[src/rtl/register_file_pkg.sv]
// Shared constants and types for the 16-entry architectural register file.
package register_file_pkg;
  localparam int DATA_W   = 32;
  localparam int NUM_REGS = 16;

  typedef logic [3:0] reg_idx_t;

  localparam reg_idx_t REG_PC = 4'd15;
endpackage

[src/rtl/register_file_decoder.sv]
// 4-to-16 write decoder: one-hot register enable, all-zero when LE is low.
module decoder
  import register_file_pkg::*;
(
  input  logic                LE,
  input  reg_idx_t            RW,
  output logic [NUM_REGS-1:0] regnum
);

  always_comb begin
    regnum = '0;
    if (LE) regnum[RW] = 1'b1;
  end

endmodule

[src/rtl/register_file.sv]
// 16 x DATA_W register file, R15 = PC; three bypassed read ports, one WB write port, PC-load port.
module register_file #(
  parameter int                DATA_W   = register_file_pkg::DATA_W,
  parameter logic [DATA_W-1:0] PC_RESET = '0
) (
  input  logic                        clk,
  input  logic                        rst_n,
  input  logic                        le,
  input  register_file_pkg::reg_idx_t rw,
  input  logic [DATA_W-1:0]           pw,
  input  register_file_pkg::reg_idx_t ra,
  input  register_file_pkg::reg_idx_t rb,
  input  register_file_pkg::reg_idx_t rd,
  output logic [DATA_W-1:0]           pa,
  output logic [DATA_W-1:0]           pb,
  output logic [DATA_W-1:0]           pd,
  input  logic                        pc_le,
  input  logic [DATA_W-1:0]           pc_in,
  output logic [DATA_W-1:0]           pc_out
);
  import register_file_pkg::*;

  logic [NUM_REGS-1:0] we;
  logic [DATA_W-1:0]   regs_q [NUM_REGS];
  logic [DATA_W-1:0]   regs_d [NUM_REGS];

  decoder u_dec (
    .LE     (le),
    .RW     (rw),
    .regnum (we)
  );

  // A WB write to R15 overrides a simultaneous PC load (branch via write).
  always_comb begin
    regs_d = regs_q;
    for (int k = 0; k < NUM_REGS; k++)
      if (we[k]) regs_d[k] = pw;
    if (pc_le && !we[REG_PC]) regs_d[REG_PC] = pc_in;
  end

  always_ff @(posedge clk) begin
    if (!rst_n) begin
      for (int k = 0; k < NUM_REGS; k++) regs_q[k] <= '0;
      regs_q[REG_PC] <= PC_RESET;
    end else begin
      regs_q <= regs_d;
    end
  end

  // Write-through: the value WB is writing this cycle is visible to ID; pc_le never bypasses.
  function automatic logic [DATA_W-1:0] sel_read(input reg_idx_t sel);
    if (le && rw == sel) return pw;
    return regs_q[sel];
  endfunction

  always_comb begin
    pa = sel_read(ra);
    pb = sel_read(rb);
    pd = sel_read(rd);
  end

  assign pc_out = regs_q[REG_PC];

endmodule

[config.mk]
export PLATFORM = sky130hd
export DESIGN_NAME = register_file
export DESIGN_NICKNAME = d
export VERILOG_FILES = /design/src/rtl/register_file_pkg.sv /design/src/rtl/register_file_decoder.sv /design/src/rtl/register_file.sv
export SDC_FILE = /design/constraint.sdc
export NUM_CORES = 2
export LEC_CHECK = 0
export CAP_MARGIN = 20
export CORE_ASPECT_RATIO = 1.25
export CORE_MARGIN = 10
export CORE_UTILIZATION = 35
export CTS_CLUSTER_DIAMETER = 100
export DETAILED_ROUTE_END_ITERATION = 12
export SLEW_MARGIN = 15
export SYNTH_ARGS = -nofsm -noshare
export SYNTH_HDL_FRONTEND = slang
export SYNTH_HIERARCHICAL = 1
export SYNTH_SLANG_ARGS = --single-unit
export TNS_END_PERCENT = 1
[constraint.sdc]
create_clock -name clk -period 2.3 [get_ports clk]
set_input_delay 0.345 -clock clk [delete_from_list [all_inputs] [get_ports clk]]
set_output_delay 0.345 -clock clk [all_outputs]
set_load 0.005 [all_outputs]
==> results.sh <==
export IMPL_vdd_drop_max_uv=612
export IMPL_io_pins=212
export IMPL_ctsRootBufferMaster="clkbuf_16"
export IMPL_finClkSkew_ns=0
export IMPL_synth_largest_area_cell="dfxtp_1"
export IMPL_firstDrtPassIters=5
export IMPL_area_growth_pct=30.3
export IMPL_grt_setup_unrepaired="yes"
export IMPL_ctsHoldBuffers=0
export IMPL_fin_crit_ns=2.80
export IMPL_grt_util_all_layers=0.221
export IMPL_min_period_over_period=1.22
export IMPL_hold_viol=0
export IMPL_synthesis_nets=2859
export IMPL_tightest_slew_ns=0.728
export IMPL_synth_top_cells_by_count="512 x dfxtp_1, 512 x mux2i_1, 486 x nor2b_1, 387 x mux4_2, 189 x clkbuf_1"
export IMPL_hold_path_class="in2reg"
export IMPL_via_count=25100
export IMPL_critical_path_startpoint_type="register"
export IMPL_path_clk_slew_ns=0.06
export IMPL_synth_top_cells_by_area="dfxtp_1 32%, mux4_2 27%, mux2i_1 16%, nor2b_1 9.4%, a22oi_1 4.3%"
export IMPL_setup_violations=96
export IMPL_p_leak_uw=0.0143
export IMPL_worst_setup_path_type="reg2out"
export IMPL_slew_headroom=0.514
export IMPL_mappedNetlistArea_um2=32400
export IMPL_synth_cell_types=26
export IMPL_drv_slew=0
export IMPL_core_um2=91500
export IMPL_synth_edf_count=0
export IMPL_drt_wl_total_mm=119
export IMPL_place_inst=4177
export IMPL_ys_ff_latch=512
export IMPL_maxCapViolCount=0
export IMPL_place_hpwl_mm=80.0
export IMPL_fin_total_pwr_uw=22100
export IMPL_start_util=0.354
export IMPL_yosys_most_used_dff="dfxtp_1"
export IMPL_drive_above_1_share=0.416
export IMPL_drt_iter0_drc=1995
export IMPL_insertion_delay_ns=0.66
export IMPL_cts_tree="built"
export IMPL_synthArstFlopShare=0
export IMPL_final_util=0.461
export IMPL_worst_slack_ns=-0.495
export IMPL_grt_pass1_vias=26800
export IMPL_synth_top_area_share=0.317
export IMPL_overflow=0
export IMPL_worst_endpoint_required_ns=1.96
export IMPL_post_drt_via_cell_ratio=5.79
export IMPL_die_w_um=292
export IMPL_drc_errors=0
export IMPL_syn_inst=2775
export IMPL_postSynthAreaPerCell_um2=11.7
export IMPL_grt_max_degree=104
export IMPL_yosysSeqAreaShare=0.317
export IMPL_cp_arrival_ns=2.45
export IMPL_grt_pass1_wl_mm=179
export IMPL_critPathMaxFanout=4
export IMPL_gp_congestion=0.852
export IMPL_synth_warnings=6
export IMPL_port_buffers=211
export IMPL_cts_buffers=55
export IMPL_grt_antenna_before_repair=3
export IMPL_final_nets=3167
export IMPL_fp_row_count=124
export IMPL_critPathCaptureType="output pin"
export IMPL_pwr_density_cell_nw_per_um2=524
export IMPL_final_cells=4325
export IMPL_clock_path_buffers=3
export IMPL_die_area_um2=105000
export IMPL_violations="setup timing"
export IMPL_routedWlPerCell_um=27.6
export IMPL_fp_dieH_um=360
export IMPL_detail_route_antenna_nets=0
export IMPL_cts_sinks=512
export IMPL_status="finished with violations"
export IMPL_fmax_mhz=358
export IMPL_cts_htree_levels=2
-- per-stage QoR --
step	instance area, um^2	setup TNS (ns)	hold slack (ns)	setup slack (ns)
finish	42200	-30.57	0.213	-0.495
detailed placement	38700	-94.15	0.537	-0.906
global placement	38700	-91.98	0.522	-0.933
global route	42200	-36.45	0.248	-0.519
CTS	42000	-33.56	0.216	-0.530
floorplan	32400	-0.282	0.511	-0.00747
-- cells by family (layout without fill, tap and decap cells) --
group,Yosys count,in the layout,synth area share
and+or+nand+nor,678,678,0.121
muxes,995,995,0.461
other,0,2,0
xor gates and xnor gates,12,12,0.00325
buffers and inverters,360,711,0.0498
DFF,512,512,0.317
AOI/OAI and AO/OA,218,218,0.0481
-- repair_timing --
action,in CTS,in global routing
gates resized for setup,519,53
buffers inserted,38,2
cloned,7,0
pin swaps,147,17
setup endpoints to repair,96,96
-- layer usage --
metal,global-route usage,vias up,part of all wire
met4,0.0968,2,0.042
met3,0.0445,271,0.067
met1,0.276,12900,0.41
met5,0,-,0.00010
li1,-,10900,-
met2,0.367,1021,0.48
-- registers in the layout (all words and copies together) (netlist names) --
register	flops
pc_out	32
regs_q	480
-- cell usage in the layout, fill, tap and decap left out, drive strengths merged, types with 4 or more instances in the layout --
cell	count
mux2i	512
dfxtp	512
nor2b	486
buf	441
mux4	387
a22oi	186
nand2	129
clkdlybuf4s50	96
mux2	96
clkbuf	89
dlygate4sd2	45
and2	35
o21ai	32
clkdlybuf4s15	16
nor2	15
clkinv	15
xor2	9
bufinv	4
nor3	4
-- path summary, 6_finish.rpt --
path,startpoint,end,slack [ns],cells after the start
setup / recovery,pc_out[30]$_SDFFE_PN0P_,pa[30],-0.50,4
hold / removal,rst_n,regs_q[265]$_SDFFE_PN0P_,0.21,2
setup reg to reg,pc_out[26]$_SDFFE_PN0P_,pc_out[26]$_SDFFE_PN0P_,1.27,4
hold reg to reg,regs_q[130]$_SDFFE_PN0P_,regs_q[130]$_SDFFE_PN0P_,0.54,2
-- worst max-delay path, stage by stage (launching register included) --
cell and delay (ns):
dfxtp_4 0.37, mux4_2 0.47, mux4_2 0.55, mux2_2 0.28
buf_2 0.13
-- final cells by class --
cell class                      instances  area, um^2
Multi-Input combinational cell       1903       21500
Timing Repair Buffer                  611        6930
Antenna cell                            2        5.00
Fill cell                            8166       49400
Clock inverter                         23         292
Sequential cell                       512       10400
Clock buffer                           77        1610
Tap cell                             1197        1500
-- where the power goes --
part           internal (uW)  total [uW]  switching [uW]
clock                   5350        9420            4070
combinational           1770        3490            1720
sequential              9020        9180             160
total                  16100       22100            5950
(Power assumes the default switching activity.)
